--- config.mk ---
export PLATFORM = sky130hd
export DESIGN_NAME = array_2_access_ctrl_flat
export DESIGN_NICKNAME = d
export VERILOG_FILES = /design/src/rtl/array_2_access_ctrl_if.sv /design/src/rtl/array_2_access_ctrl.sv /design/src/flat_wrapper.sv
export SDC_FILE = /design/constraint.sdc
export NUM_CORES = 1
export LEC_CHECK = 0
export CAP_MARGIN = 20
export CORE_AREA = 2 2 501 503
export DETAILED_ROUTE_END_ITERATION = 12
export DIE_AREA = 0 0 503 505
export PLACE_DENSITY_LB_ADDON = 0.25
export SYNTH_ARGS = -nofsm -noshare
export SYNTH_HDL_FRONTEND = slang
export SYNTH_SLANG_ARGS = --single-unit
--- constraint.sdc ---
create_clock -name clock -period 19.6 [get_ports clock]
set_clock_uncertainty 0.05 [all_clocks]
set_input_delay 3.92 -clock clock [delete_from_list [all_inputs] [get_ports clock]]
set_output_delay 3.92 -clock clock [all_outputs]
set_load 0.02 [all_outputs]
--- src/rtl/array_2_access_ctrl_if.sv ---
// array_2_access_ctrl_if
//   Request/response bundle between a requester and array_2_access_ctrl.
//   master : requester side (drives write/read requests, consumes responses)
//   slave  : controller side
//   Signals: w_valid/w_ready/w_addr/w_mask/w_data   write request channel
//            r_valid/r_ready/r_addr                 read request channel
//            resp_valid/resp_ready/resp_data        read response channel
interface array_2_access_ctrl_if #(
  parameter int ADDR_W = 9,
  parameter int DATA_W = 308,
  parameter int SEGS   = 4
);
  logic              w_valid;
  logic              w_ready;
  logic [ADDR_W-1:0] w_addr;
  logic [SEGS-1:0]   w_mask;
  logic [DATA_W-1:0] w_data;
  logic              r_valid;
  logic              r_ready;
  logic [ADDR_W-1:0] r_addr;
  logic              resp_valid;
  logic              resp_ready;
  logic [DATA_W-1:0] resp_data;

  modport master (
    output w_valid, w_addr, w_mask, w_data,
    input  w_ready,
    output r_valid, r_addr,
    input  r_ready,
    input  resp_valid, resp_data,
    output resp_ready
  );

  modport slave (
    input  w_valid, w_addr, w_mask, w_data,
    output w_ready,
    input  r_valid, r_addr,
    output r_ready,
    output resp_valid, resp_data,
    input  resp_ready
  );
endinterface

--- src/rtl/array_2_access_ctrl.sv ---
// array_2_access_ctrl
//   Front end for the 512x308 single-port, 4-segment-masked data array.
//   Merges independent read and write channels onto the one RW port.
//   Writes are posted into a small FIFO. A read whose address matches any
//   buffered write is held off until that write has drained. Read data comes
//   back on a valid/ready channel and is held stable under backpressure.
//   Optional feature macro: ARRAY_CTRL_FWD_EN -- a read hit whose youngest
//   matching entry is full-mask is answered from the buffer, not stalled.
// Ports:
//   clock, reset         sole clock, synchronous active-high reset
//   req (slave modport)  write / read / response channels
//   sram_en, sram_wmode  array port enable and write mode
//   sram_addr/wmask/wdata array address, segment mask, write data
//   sram_rdata           array read data, valid the cycle after a read
module array_2_access_ctrl #(
  parameter int ADDR_W     = 9,
  parameter int DATA_W     = 308,
  parameter int SEGS       = 4,
  parameter int WBUF_DEPTH = 4
) (
  input  logic                clock,
  input  logic                reset,
  array_2_access_ctrl_if.slave req,
  output logic                sram_en,
  output logic                sram_wmode,
  output logic [ADDR_W-1:0]   sram_addr,
  output logic [SEGS-1:0]     sram_wmask,
  output logic [DATA_W-1:0]   sram_wdata,
  input  logic [DATA_W-1:0]   sram_rdata
);
  localparam int IDX_W = $clog2(WBUF_DEPTH);
  localparam int PTR_W = IDX_W + 1;

  typedef enum logic [1:0] {OP_IDLE, OP_READ, OP_DRAIN} port_op_e;

  logic [ADDR_W-1:0] wb_addr [WBUF_DEPTH];
  logic [SEGS-1:0]   wb_mask [WBUF_DEPTH];
  logic [DATA_W-1:0] wb_data [WBUF_DEPTH];

  logic [PTR_W-1:0] wr_ptr, rd_ptr, wb_count;
  logic [IDX_W-1:0] wr_idx, rd_idx, hit_idx, scan_idx;
  logic             wb_full, wb_empty;
  logic             hazard, fwd_hit, resp_free;
  logic             r_fire, w_fire, pop;
  port_op_e         port_op;

  logic              resp_valid_q, use_hold;
  logic [DATA_W-1:0] hold_data;

  assign wr_idx   = wr_ptr[IDX_W-1:0];
  assign rd_idx   = rd_ptr[IDX_W-1:0];
  assign wb_count = wr_ptr - rd_ptr;
  // Extra wrap bit: same index with differing wrap bit means full.
  assign wb_full  = (wr_idx == rd_idx) && (wr_ptr[IDX_W] != rd_ptr[IDX_W]);
  assign wb_empty = (wr_ptr == rd_ptr);

  // Scan entries oldest to youngest; the last match is the youngest hit.
  always_comb begin
    hazard   = 1'b0;
    hit_idx  = '0;
    scan_idx = '0;
    for (int k = 0; k < WBUF_DEPTH; k++) begin
      scan_idx = rd_idx + IDX_W'(k);
      if ((PTR_W'(k) < wb_count) && (wb_addr[scan_idx] == req.r_addr)) begin
        hazard  = 1'b1;
        hit_idx = scan_idx;
      end
    end
  end

  always_comb begin
`ifdef ARRAY_CTRL_FWD_EN
    fwd_hit = hazard && (&wb_mask[hit_idx]);
`else
    fwd_hit = 1'b0;
`endif
  end

  assign resp_free   = !resp_valid_q || req.resp_ready;
  assign req.w_ready = !wb_full;
  assign req.r_ready = !wb_full && (!hazard || fwd_hit) && resp_free;
  assign w_fire      = req.w_valid && req.w_ready;
  assign r_fire      = req.r_valid && req.r_ready;

  // One array access per cycle: forced drain, then read, then idle drain.
  always_comb begin
    port_op = OP_IDLE;
    if (reset)
      port_op = OP_IDLE;
    else if (wb_full)
      port_op = OP_DRAIN;
    else if (r_fire && !fwd_hit)
      port_op = OP_READ;
    else if (!wb_empty)
      port_op = OP_DRAIN;
  end

  assign pop = (port_op == OP_DRAIN);

  always_comb begin
    sram_en    = 1'b0;
    sram_wmode = 1'b0;
    sram_addr  = req.r_addr;
    sram_wmask = '0;
    sram_wdata = wb_data[rd_idx];
    if (port_op == OP_READ) begin
      sram_en = 1'b1;
    end else if (port_op == OP_DRAIN) begin
      // A zero-mask entry still pops, but leaves the array untouched.
      sram_en    = |wb_mask[rd_idx];
      sram_wmode = |wb_mask[rd_idx];
      sram_addr  = wb_addr[rd_idx];
      sram_wmask = wb_mask[rd_idx];
    end
  end

  always_ff @(posedge clock) begin
    if (reset) begin
      wr_ptr <= '0;
      rd_ptr <= '0;
    end else begin
      if (w_fire) wr_ptr <= wr_ptr + PTR_W'(1);
      if (pop)    rd_ptr <= rd_ptr + PTR_W'(1);
    end
  end

  always_ff @(posedge clock) begin
    if (w_fire) begin
      wb_addr[wr_idx] <= req.w_addr;
      wb_mask[wr_idx] <= req.w_mask;
      wb_data[wr_idx] <= req.w_data;
    end
  end

  // use_hold selects the hold register once sram_rdata is no longer valid
  // (second cycle of a stalled response) or for a forwarded read.
  always_ff @(posedge clock) begin
    if (reset) begin
      resp_valid_q <= 1'b0;
      use_hold     <= 1'b0;
    end else if (r_fire) begin
      resp_valid_q <= 1'b1;
      use_hold     <= fwd_hit;
    end else if (resp_valid_q && req.resp_ready) begin
      resp_valid_q <= 1'b0;
    end else if (resp_valid_q && !use_hold) begin
      use_hold <= 1'b1;
    end
  end

  always_ff @(posedge clock) begin
    if (r_fire && fwd_hit)
      hold_data <= wb_data[hit_idx];
    else if (resp_valid_q && !req.resp_ready && !use_hold)
      hold_data <= sram_rdata;
  end

  assign req.resp_valid = resp_valid_q;
  assign req.resp_data  = use_hold ? hold_data : sram_rdata;
endmodule
--- src/flat_wrapper.sv ---
// flat-port wrapper written by rule: the top's interface ports become plain ports
module array_2_access_ctrl_flat 
#(
  parameter int ADDR_W     = 9,
  parameter int DATA_W     = 308,
  parameter int SEGS       = 4,
  parameter int WBUF_DEPTH = 4
)
  (clock, reset, sram_en, sram_wmode, sram_addr, sram_wmask, sram_wdata, sram_rdata, req_w_valid, req_w_addr, req_w_mask, req_w_data, req_w_ready, req_r_valid, req_r_addr, req_r_ready, req_resp_valid, req_resp_data, req_resp_ready);
  array_2_access_ctrl_if #(.ADDR_W(ADDR_W), .DATA_W(DATA_W), .SEGS(SEGS)) req_i ();
  input  logic clock;
  input  logic reset;
  output logic sram_en;
  output logic sram_wmode;
  output logic [ADDR_W-1:0] sram_addr;
  output logic [SEGS-1:0] sram_wmask;
  output logic [DATA_W-1:0] sram_wdata;
  input  logic [DATA_W-1:0] sram_rdata;
  input wire logic [$bits(req_i.w_valid)-1:0] req_w_valid;
  input wire logic [$bits(req_i.w_addr)-1:0] req_w_addr;
  input wire logic [$bits(req_i.w_mask)-1:0] req_w_mask;
  input wire logic [$bits(req_i.w_data)-1:0] req_w_data;
  output wire logic [$bits(req_i.w_ready)-1:0] req_w_ready;
  input wire logic [$bits(req_i.r_valid)-1:0] req_r_valid;
  input wire logic [$bits(req_i.r_addr)-1:0] req_r_addr;
  output wire logic [$bits(req_i.r_ready)-1:0] req_r_ready;
  output wire logic [$bits(req_i.resp_valid)-1:0] req_resp_valid;
  output wire logic [$bits(req_i.resp_data)-1:0] req_resp_data;
  input wire logic [$bits(req_i.resp_ready)-1:0] req_resp_ready;
  assign req_i.w_valid = req_w_valid;
  assign req_i.w_addr = req_w_addr;
  assign req_i.w_mask = req_w_mask;
  assign req_i.w_data = req_w_data;
  assign req_w_ready = req_i.w_ready;
  assign req_i.r_valid = req_r_valid;
  assign req_i.r_addr = req_r_addr;
  assign req_r_ready = req_i.r_ready;
  assign req_resp_valid = req_i.resp_valid;
  assign req_resp_data = req_i.resp_data;
  assign req_i.resp_ready = req_resp_ready;
  array_2_access_ctrl #(.ADDR_W(ADDR_W), .DATA_W(DATA_W), .SEGS(SEGS), .WBUF_DEPTH(WBUF_DEPTH)) u_core (.clock(clock), .reset(reset), .req(req_i), .sram_en(sram_en), .sram_wmode(sram_wmode), .sram_addr(sram_addr), .sram_wmask(sram_wmask), .sram_wdata(sram_wdata), .sram_rdata(sram_rdata));
endmodule
==> summary.md, run 1 <==
| Metric | Value |
|---|---|
| Status | finished, final reports clean |
| Port Buffers | 1,276 |
| Pins Over Slew Limit | 0 |
| First-pass GRT wire length | 281.6 mm |
| CTS tree | built |
| Worst-path clk slew | 60 ps |
| TritonCTS Buffers | 181 |
| GR Overflow Total | 0 |
| Crit path cell chain | clkdlybuf4s50_1, mux2_2, o21ai_0, a2111oi_2, a211oi_2, a211oi_4, mux2_2, clkdlybuf4s50_1 |
| Worst setup EP type | output pin |
| Antenna violations before repair | 180 |
| Switching part of the total | 27.71% |
| IO Pins | 1,277 |
| Final setup fails | 0 |
| CP required | 15,630 ps |
| Final Core Density | 33.80% |
| Gp weighted congestion | 0.8471 |
| Design Power | 9.589 mW |
| Clock buffer depth | 3 |
| Tmin final | 11,210 ps |
| P_sw | 2.657 mW |
| Final ANT Viol Nets | 0 |
| Power share of the combinational group | 22.9% |
| DP Worst Slack | 8392 ps |
| Worst-path maximum fanout | 14 |
| Post-CTS resize count | 0 |
| Final Hold Vio Count | 0 |
| Hold buffers post-CTS | 0 |
| Leakage dissipation | 26.11 nW |
| Family with the most delay on the worst path | compound AO/OA/AOI/OAI gates |
| Worst path bufs/invs | 2 |
| Hold Startpoint | u_core.wr_ptr[2] |
| Int Power | 6.932 mW |
| Postcts setup bufs | 0 |
| Top cell type's share of synthesized area | 78.52% |
| Syn nets | 3,170 |
| Largest family of logic cells by synthesized area | multiplexers |
| Pin count of the biggest net entering global routing | 166 |
| Seq cells post-synth | 1,602 |
| Synthesized area per cell | 24.17 sq um |
| Die ar. | 254,000 sq um |
| Library cells used by synthesis | 39 |
| Non-filler cells, final | 7,429 |
| Starting Density | 24.53% |
| Setup crit start | req_r_addr[3] |
| RR Startpoint | u_core.rd_ptr[1] |
| Clock power share | 35.2% |
| Core Area | 248,200 sq um |
| FF/Latch Area | 48,020 sq um |
| Die span in x | 503 microns |
| HPWL after DPL | 152.4 mm |
| Iter 0 DRT Violations | 2,152 |
| Tot GR Track Use | 16.00% |
| Met1 Usage GRT | 15.64% |
| Drt drc | 0 |
| HP Class | flip-flop to flip-flop |
| Largest cells by area after synthesis | edfxtp_1 (79%), mux4_2 (13%), mux2_2 (5.8%) |
| First-pass iteration count of the detailed router | 5 |
| Via count | 31,850 |
| Post-synthesis adder-cell area fraction | 0.1767% |
| Synth warn | 0 |
| RSZ-0062 raised after global routing | false |
| Wire per inst | 28.40 microns |
| Post-route worst setup slack | 8388 ps |
| Area occupied by multi-input gates | 12,360 sq um |
| VDD IR-drop max | 78.77 uV |
| Leading area contributor after synthesis | edfxtp_1 |
| Busiest grt layer | met2 |
| Worst Max-Slew Pin Slew | 1055 ps |
| Seq pwr share | 41.8% |
| Placed instance count | 7,039 |
| GR Util met2 | 28.01% |
| Post-synthesis mux area share | 18.85% |
| Num rows | 183 |
| Worst Setup Start Kind | input pin |
| Filler Cell Count | 23,713 |
| Die Y | 505 microns |
| Mapped Area | 60,890 sq um |
| Max Cap Viol | 0 |
| Clock Sinks | 1,602 |
| Setup_tns | 0 ps |
| Share of post-route cells with drive strength above 1 | 23.66% |
| Mapped Cells | 2,519 |
| CP Class | input pin to output pin |
| Most common cell after layout, fill and taps aside | edfxtp_1 |
| H-tree levels | 4 |
| Arr. time, crit path | 7240 ps |
| Total wire length | 211.0 mm |
| Root Buffer | clkbuf_16 |
| Synth Area in Simple Gates | 0.4131% |
| Latest clock arrival within the worst-skew pair | 810 ps |
| Commonest cells after routing, fill and taps aside | edfxtp_1 (1,592), clkdlybuf4s50_1 (1,276), mux4_2 (342) |
| Met3 Use GR | 8.398% |
| Vias in the first global route | 33,340 |
| Area grow syn2layout | 37.77% |
| Final Cycle Share | 57.21% |
| Crit path largest cell delay | 720 ps |
| Peak Freq | 89.19 MHz |
| Pwr per Cell Area | 114.3 nW/um^2 |
| Max_slew headroom | 29.68% |
| Area fraction in compound gates after synthesis | 0.2260% |
| CP max-delay cell | clkdlybuf4s50_1 |
| XOR/XNOR Fraction of Synth Area | 0.5898% |
| Vias per cell | 4.287 |
| Sequential share of the synthesized area | 78.85% |
| Final net count | 4,544 |
[layer usage]
| layer | part of all wire (%) | up-vias |
|---|---|---|
| li1 | - | 13535 |
| met1 | 33 | 16411 |
| met2 | 51 | 1315 |
| met3 | 12 | 503 |
| met4 | 4.1 | 86 |
| met5 | 0.26 | - |
[cell type report]
type / instances / area share (%)
multi-input cells: 785 / 14.74
flip-flops and latches: 1602 / 57.24
clock inverters: 107 / 1.480
clock buffers: 227 / 5.641
well taps: 3330 / 4.967
repair buffers: 1314 / 15.73
inverters: 9 / 0.04027
diodes: 55 / 0.1641
[metrics by stage]
stage | hold slack, ps | area (sq um)
after CTS | 496.5 | 83720
after global routing | 539.8 | 83820
final | 502.6 | 83880
after detailed placement | 478.7 | 77740
after global placement | 469.6 | 77740
after floorplan | 454.5 | 60890
[flip-flops by register name (all words and copies together) (netlist names), named ones only]
| name | flops |
|---|---|
| u_core.hold_data | 308 |
| u_core.rd_ptr | 3 |
| u_core.req.resp_valid | 1 |
| u_core.use_hold | 1 |
| u_core.wb_addr | 36 |
| u_core.wb_data | 1232 |
| u_core.wb_mask | 16 |
| u_core.wr_ptr | 3 |
[cells in the mapped netlist (all sizes together)]
cell type	number
xor2	14
nand2	4
edfxtp	1592
inv	9
o2111ai	2
mux2i	9
nand3b	1
mux4	344
dfxtp	10
ha	7
nor2b	2
buf	55
a21oi	6
a211o	1
xnor2	27
mux2	321
a2111oi	1
a221oi	1
nor4	4
nand4	3
o21ai	2
nand2b	3
fa	1
and4	2
clkbuf	68
and2	6
nor2	11
nand3	4
o31ai	1
a211oi	3
and3	5
[path summary, 6_finish.rpt]
kind | cells past startpoint | slack [ps] | endpoint
setup reg to reg | 7 | 14100 | u_core.wb_data[2][34]
setup / recovery | 8 | 8390 | sram_addr[0]
hold reg to reg | 2 | 500 | u_core.wr_ptr[2]
hold / removal | 2 | 500 | u_core.wr_ptr[2]
[tightest hold or removal path, delay by kind of cell (launching register included)]
family / cells / cell delay [ps]
AND/OR/NAND/NOR: 1 / 70
XOR/XNOR: 1 / 90
flip-flops: 1 / 360
[kinds of logic after synthesis]
logic type / after synthesis
adder cells (fa/ha/maj): 8
buffers and inverters: 132
AO/OA/AOI/OAI: 17
flip-flops: 1602
multiplexers: 674
AND/OR/NAND/NOR: 45
XOR/XNOR: 41
[power groups by stage]
stage                     logic, mW  registers (mW)  clock network, mW
after floorplan                1.16            4.12                  0
after global placement         2.25            4.08                  0
after detailed placement       2.24            4.09                  0
after CTS                      2.25            4.02               3.49
after global routing           2.33            4.03               3.61
final                          2.20            4.01               3.38
Power figures use the tool's default switching activity.
==> run 2, diff against run 1 <==
--- a/config.mk
+++ b/config.mk
@@ -6,9 +6,9 @@
 export NUM_CORES = 1
 export LEC_CHECK = 0
 export CAP_MARGIN = 20
-export CORE_AREA = 2 2 501 503
+export CORE_AREA = 2 2 492 494
 export DETAILED_ROUTE_END_ITERATION = 12
-export DIE_AREA = 0 0 503 505
+export DIE_AREA = 0 0 494 496
 export PLACE_DENSITY_LB_ADDON = 0.25
 export SYNTH_ARGS = -nofsm -noshare
 export SYNTH_HDL_FRONTEND = slang
==> constraint.sdc (replaced) <==
create_clock -name clock -period 9.1 [get_ports clock]
set_clock_uncertainty 0.05 [all_clocks]
set_input_delay 1.82 -clock clock [delete_from_list [all_inputs] [get_ports clock]]
set_output_delay 1.82 -clock clock [all_outputs]
set_load 0.02 [all_outputs]
==> run 2 against run 1 <==
Against the previous run:
- utilization increased by 1.1 points
- die area is 3.5% lower
- critical path type is now flip-flop to output pin
- via count rose by 1.0%
- design area is 0.35% lower
- largest cell class unchanged
- sequential share of layout area is 0.20 points higher
- critical path depth increased by 1
- final cell count fell by 2.1%
==> summary.md, run 2 (synthesized netlist as in run 1, its figures left out) <==
| Metric | Value |
|---|---|
| VDD IR-drop max | 159.5 uV (+100%) |
| Pwr per Cell Area | 245.2 nW/um^2 (+110%) |
| Max_slew headroom | 27.26% (-2.4 points) |
| Crit path largest cell delay | 870 ps (+150 ps) |
| Latest clock arrival within the worst-skew pair | 820 ps (about the same) |
| Family with the most delay on the worst path | multiplexers |
| Commonest cells after routing, fill and taps aside | edfxtp_1 (1,592), clkdlybuf4s50_1 (1,276), mux4_2 (342) |
| Largest regs | u_core.wb_data x1232, u_core.hold_data x308, u_core.wb_addr x36 |
| Leakage dissipation | 26.04 nW (-0.28%) |
| Final Hold Vio Count | 0 (unchanged) |
| HP Class | flip-flop to flip-flop |
| Placed Area | 77,650 sq um (-0.12%) |
| Crit path cell chain | ha_1, mux4_1, xnor2_1, nand4_1, a211o_1, and4_1, a211oi_4, mux2_2, clkdlybuf4s50_1 |
| Status | finished, final reports clean |
| Die ar. | 245,000 sq um (-3.5%) |
| Worst-path clk slew | 60 ps (about the same) |
| Postcts setup bufs | 0 (unchanged) |
| Pins Over Slew Limit | 0 (unchanged) |
| Drt drc | 0 (unchanged) |
| Worst setup EP type | output pin |
| CP Class | flip-flop to output pin |
| Int Power | 14.81 mW (+110%) |
| Filler Cell Count | 22,424 (-5.4%) |
| First-pass iteration count of the detailed router | 5 (unchanged) |
| Worst path bufs/invs | 1 (-1) |
| Gp weighted congestion | 0.8965 (+5.8%) |
| Tmin final | 7662 ps |
| Vias per cell | 4.422 (+3.1%) |
| Hold buffers post-CTS | 0 (unchanged) |
| R2r setup slk | 4750 ps (-9350 ps) |
| Seq pwr share | 42.3% (+0.5 points) |
| Final setup fails | 0 (unchanged) |
| Antenna violations before repair | 216 (+20%) |
| Arr. time, crit path | 5790 ps (-1450 ps) |
| Post-CTS resize count | 0 (unchanged) |
| Final net count | 4,544 (unchanged) |
| CP max-delay cell | ha_1 |
| Via count | 32,172 (+1.0%) |
| Die span in x | 494 microns (-1.8%) |
| Final ANT Viol Nets | 0 (unchanged) |
| Area grow syn2layout | 37.28% |
| HPWL after DPL | 154.0 mm (+1.1%) |
| Worst Max-Slew Pin Slew | 1091 ps (+36.31 ps) |
| Max Cap Viol | 0 (unchanged) |
| Setup_tns | 0 ps (unchanged) |
| CP required | 7230 ps (-8400 ps) |
| Starting Density | 25.41% (+0.88 points) |
| Root Buffer | clkbuf_16 |
| P_sw | 5.687 mW (+110%) |
| Share of post-route cells with drive strength above 1 | 23.68% (about the same) |
| Reg with most FFs | u_core.wb_data |
| Largest register FFs | 1,232 (unchanged) |
| Fin area | 83,590 sq um (-0.35%) |
| Final Cycle Share | 84.20% |
| Worst Setup Start Kind | flip-flop |
| Tot GR Track Use | 16.83% (+0.83 points) |
| Most common cell after layout, fill and taps aside | edfxtp_1 |
| Min Hold Slack | 508.7 ps (+6.043 ps) |
| Core Area | 239,600 sq um (-3.5%) |
| Pin count of the biggest net entering global routing | 138 (-17%) |
| GR Overflow Total | 0 (unchanged) |
| Clock Sinks | 1,602 (unchanged) |
| Total wire length | 213.5 mm (+1.2%) |
| RSZ-0062 raised after global routing | false |
| H-tree levels | 4 (unchanged) |
| Peak Freq | 130.5 MHz |
| Clock buffer depth | 3 (unchanged) |
| Clock power share | 34.8% (-0.4 points) |
| Switching part of the total | 27.75% (+0.043 points) |
| IO Pins | 1,277 (unchanged) |
| Iter 0 DRT Violations | 2,251 (+4.6%) |
| Power share of the combinational group | 22.9% (about the same) |
| Port Buffers | 1,276 (unchanged) |
| Wire per inst | 29.34 microns (+3.3%) |
| CTS tree | built |
| Vias in the first global route | 33,199 (-0.42%) |
| Num rows | 180 (-1.6%) |
| Die Y | 496 microns (-1.8%) |
| TritonCTS Buffers | 182 (+0.55%) |
| First-pass GRT wire length | 285.4 mm (+1.4%) |
| Worst-path maximum fanout | 21 (+7) |
-- run 2: cell count changes in the layout (fill, tap and decap cells not counted), sizes merged --
cell,delta
buf,-1
bufinv,-4
clkbuf,-1
clkinv,-2
clkinvlp,+7
diode,-9
inv,+2
-- run 2: layout make-up --
cell class                 count  area [sq um]  share of cell area (%)
clock buffer                 226          4741                   5.672
inverter                       9         33.78                 0.04042
timing repair buffer        1313         13250                   15.85
tap                         3185          3985                   4.768
sequential                  1602         48020                   57.45
antenna                       46         115.1                  0.1377
clock inverter               110          1081                   1.293
multi-input combinational    785         12360                   14.79
-- run 2: path summary, 6_finish.rpt --
check                    from          endpoint  cells after the start
max reg2reg  u_core.rd_ptr[1]  u_core.rd_ptr[0]                      8
min          u_core.wr_ptr[2]  u_core.wr_ptr[2]                      2
min reg2reg  u_core.wr_ptr[2]  u_core.wr_ptr[2]                      2
max          u_core.rd_ptr[1]      sram_addr[2]                      9
-- run 2: per-stage QoR --
step / utilization (%) / instances / setup slack, ps / power, mW
2_1_floorplan: - / 2519 / 2005 / 11.29
3_3_place_gp: 32.40 / 6894 / 2052 / 13.62
3_5_place_dp: 32.40 / 6894 / 2075 / 13.61
4_1_cts: 34.83 / 7230 / 1353 / 20.87
5_1_grt: 34.87 / 7261 / 1126 / 21.32
6_report: 34.88 / 7276 / 1438 / 20.49
-- run 2: power groups by stage --
| stage | clock network (mW) | logic, mW | registers, mW |
|---|---|---|---|
| after floorplan | 0 | 2.50 | 8.79 |
| after global placement | 0 | 4.81 | 8.81 |
| after detailed placement | 0 | 4.79 | 8.83 |
| after CTS | 7.38 | 4.82 | 8.67 |
| after global routing | 7.66 | 4.97 | 8.69 |
| final | 7.14 | 4.69 | 8.66 |
-- run 2: metal layers --
metal	global-route usage (%)	part of all wire, %	up-vias
li1	-	-	13516
met1	17.40	34	16582
met2	28.51	50	1366
met3	8.726	11	584
met4	7.112	4.0	124
met5	0	0.36	-
-- run 2: tightest hold or removal path: stages, from the launching register on --
cell and delay [ps]:
dfxtp_1 330, xnor2_1 150, nor2_1 40
==> run 3, diff against run 2 <==
--- a/config.mk
+++ b/config.mk
@@ -6,9 +6,9 @@
 export NUM_CORES = 1
 export LEC_CHECK = 0
 export CAP_MARGIN = 20
-export CORE_AREA = 2 2 492 494
+export CORE_AREA = 2 2 501 503
 export DETAILED_ROUTE_END_ITERATION = 12
-export DIE_AREA = 0 0 494 496
+export DIE_AREA = 0 0 503 505
 export PLACE_DENSITY_LB_ADDON = 0.25
 export SYNTH_ARGS = -nofsm -noshare
 export SYNTH_HDL_FRONTEND = slang
==> constraint.sdc (replaced) <==
create_clock -name clock -period 7.4 [get_ports clock]
set_clock_uncertainty 0.05 [all_clocks]
set_input_delay 1.48 -clock clock [delete_from_list [all_inputs] [get_ports clock]]
set_output_delay 1.48 -clock clock [all_outputs]
set_load 0.02 [all_outputs]
==> run 3 against run 2 <==
Against the previous run:
- final cell count grew 2.5%
- hold slack better by 3.0 ps
- global-route usage is 0.65 points lower
- die area grew 3.7%
- combinational power increased by 25%
- non-clock buffer count is 24 higher
- first-iteration DRC count increased by 11%
- clock power up 28%
- count of clock-buffer cells in the layout down 14
- design area up 0.81%
- largest power group unchanged
- highest routed layer unchanged
==> summary.md, run 3 (synthesized netlist as in run 1, its figures left out) <==
| Metric | Value |
|---|---|
| Status | finished, final reports clean |
| Drt drc | 0 (unchanged) |
| Latest clock arrival within the worst-skew pair | 800 ps (-20 ps) |
| Worst setup EP type | output pin |
| Power share of the combinational group | 22.8% (about the same) |
| Final Cycle Share | 92.67% |
| Share of post-route cells with drive strength above 1 | 24.47% (+0.78 points) |
| RSZ-0062 raised after global routing | false |
| Leakage dissipation | 26.34 nW (+1.2%) |
| Most common cell after layout, fill and taps aside | edfxtp_1 |
| Wire per inst | 28.52 microns (-2.8%) |
| CTS tree | built |
| Clock power share | 35.7% (+0.9 points) |
| First-pass GRT wire length | 285.4 mm (about the same) |
| Die ar. | 254,000 sq um (+3.7%) |
| Clock Sinks | 1,602 (unchanged) |
| TritonCTS Buffers | 181 (-0.55%) |
| Setup_tns | 0 ps (unchanged) |
| Core Area | 248,200 sq um (+3.6%) |
| Via count | 32,290 (+0.37%) |
| VDD IR-drop max | 278.6 uV (+75%) |
| Iter 0 DRT Violations | 2,502 (+11%) |
| Area grow syn2layout | 38.40% |
| Final setup fails | 0 (unchanged) |
| Arr. time, crit path | 5330 ps (-460 ps) |
| First-pass iteration count of the detailed router | 5 (unchanged) |
| Tmin final | 6857 ps |
| Die span in x | 503 microns (+1.8%) |
| IO Pins | 1,277 (unchanged) |
| GR Util met2 | 27.97% (-0.54 points) |
| Root Buffer | clkbuf_16 |
| Peak Freq | 145.8 MHz |
| Max_slew headroom | 24.06% (-3.2 points) |
| Int Power | 18.61 mW (+26%) |
| CP Class | flip-flop to output pin |
| Crit path cell chain | buf_4, ha_1, buf_4, mux4_2, xnor2_1, o2111ai_1, a211o_1, and4_1, a211oi_4, mux2_2, clkdlybuf4s50_1 |
| Area occupied by multi-input gates | 12,360 sq um (unchanged) |
| Final Hold Vio Count | 0 (unchanged) |
| CP Depth | 11 (+2) |
| Busiest grt layer | met2 |
| Placed instance count | 7,062 (+2.4%) |
| Total wire length | 212.6 mm (-0.38%) |
| Max Cap Viol | 0 (unchanged) |
| Met1 Usage GRT | 17.00% (-0.40 points) |
| Critical Path Most Common Cell | buf_4 |
| R2R depth | 10 (+2) |
| Reg with most FFs | u_core.wb_data |
| Pins Over Slew Limit | 0 (unchanged) |
| Final net count | 4,567 (+0.51%) |
| Num rows | 183 (+1.7%) |
| Worst-path maximum fanout | 16 (-24%) |
| CP max-delay cell | ha_1 |
| Worst Max-Slew Pin Slew | 1139 ps (+47.94 ps) |
| Hold buffers post-CTS | 0 (unchanged) |
| Vias per cell | 4.331 (-2.1%) |
| FF/Latch Area | 48,020 sq um (unchanged) |
| HP Class | flip-flop to flip-flop |
| Design Power | 25.64 mW (+25%) |
| Gp weighted congestion | 0.8607 (-4.0%) |
| Tot GR Track Use | 16.18% (-0.65 points) |
| Worst-path clk slew | 60 ps (about the same) |
| Final Core Density | 33.95% (-0.93 points) |
| HPWL after DPL | 154.8 mm (+0.52%) |
| CP required | 5870 ps (-1360 ps) |
| Switching part of the total | 27.44% (-0.31 points) |
| Worst Hold Depth | 2 (unchanged) |
| Crit path largest cell delay | 810 ps (-60 ps) |
| Min Hold Slack | 511.7 ps (+3.047 ps) |
| H-tree levels | 4 (unchanged) |
| Family with the most delay on the worst path | compound AO/OA/AOI/OAI gates |
| Met3 Use GR | 7.714% (-1.0 points) |
| Starting Density | 24.53% (-0.88 points) |
| Largest register FFs | 1,232 (unchanged) |
| Postcts setup bufs | 0 (unchanged) |
| Largest regs | u_core.wb_data x1232, u_core.hold_data x308, u_core.wb_addr x36 |
| Post-CTS resize count | 0 (unchanged) |
| Seq pwr share | 41.4% (-0.9 points) |
| Pin count of the biggest net entering global routing | 143 (+3.6%) |
| Vias in the first global route | 33,422 (+0.67%) |
| Non-filler cells, final | 7,456 (+2.5%) |
| P_sw | 7.037 mW (+24%) |
| Worst path bufs/invs | 3 (+2) |
| GR Overflow Total | 0 (unchanged) |
| Commonest cells after routing, fill and taps aside | edfxtp_1 (1,592), clkdlybuf4s50_1 (1,276), mux4_2 (342) |
| Antenna violations before repair | 201 (-6.9%) |
| Final ANT Viol Nets | 0 (unchanged) |
| Filler Cell Count | 23,588 (+5.2%) |
| Port Buffers | 1,276 (unchanged) |
| Worst Setup Start Kind | flip-flop |
| Clock buffer depth | 3 (unchanged) |
| Die Y | 505 microns (+1.8%) |
| Pwr per Cell Area | 304.3 nW/um^2 (+24%) |
## run 3: power groups by stage
| stage | registers, mW | logic [mW] | clock network, mW |
|---|---|---|---|
| floorplan | 10.8 | 3.08 | 0 |
| global placement | 10.8 | 6.00 | 0 |
| detailed placement | 10.8 | 5.97 | 0 |
| CTS | 10.6 | 6.01 | 9.45 |
| global route | 10.7 | 6.20 | 9.79 |
| finish | 10.6 | 5.86 | 9.16 |
## run 3: layer usage
metal	part of all wire [%]	up-vias
met2	51	1417
li1	-	13588
met5	0.26	-
met3	11	526
met1	35	16671
met4	3.3	88
## run 3: worst paths after layout
kind	end	slack (ps)	startpoint
max	sram_addr[0]	540	u_core.rd_ptr[1]
min	u_core.wr_ptr[2]	510	u_core.wr_ptr[2]
max reg2reg	u_core.rd_ptr[0]	3490	u_core.rd_ptr[1]
min reg2reg	u_core.wr_ptr[2]	510	u_core.wr_ptr[2]
## run 3: per-stage QoR
stage,worst slack (ps),cell area [sq um]
2_1_floorplan,645.3,60900
3_3_place_gp,1062,78010
3_5_place_dp,1047,78010
4_1_cts,415.5,84110
5_1_grt,197.8,84190
6_report,542.8,84260
## run 3: tightest hold or removal path: stages, from the launching register on
cell	delay (ps)
dfxtp_1	330
xnor2_1	150
nor2_1	40
## run 3: layout make-up
type | instances | area share (%)
Inverter | 9 | 0.04009
Multi-Input combinational cell | 785 | 14.67
Clock buffer | 212 | 5.513
Tap cell | 3330 | 4.945
Sequential cell | 1602 | 56.98
Timing Repair Buffer | 1337 | 15.97
Clock inverter | 126 | 1.716
Antenna cell | 55 | 0.1633
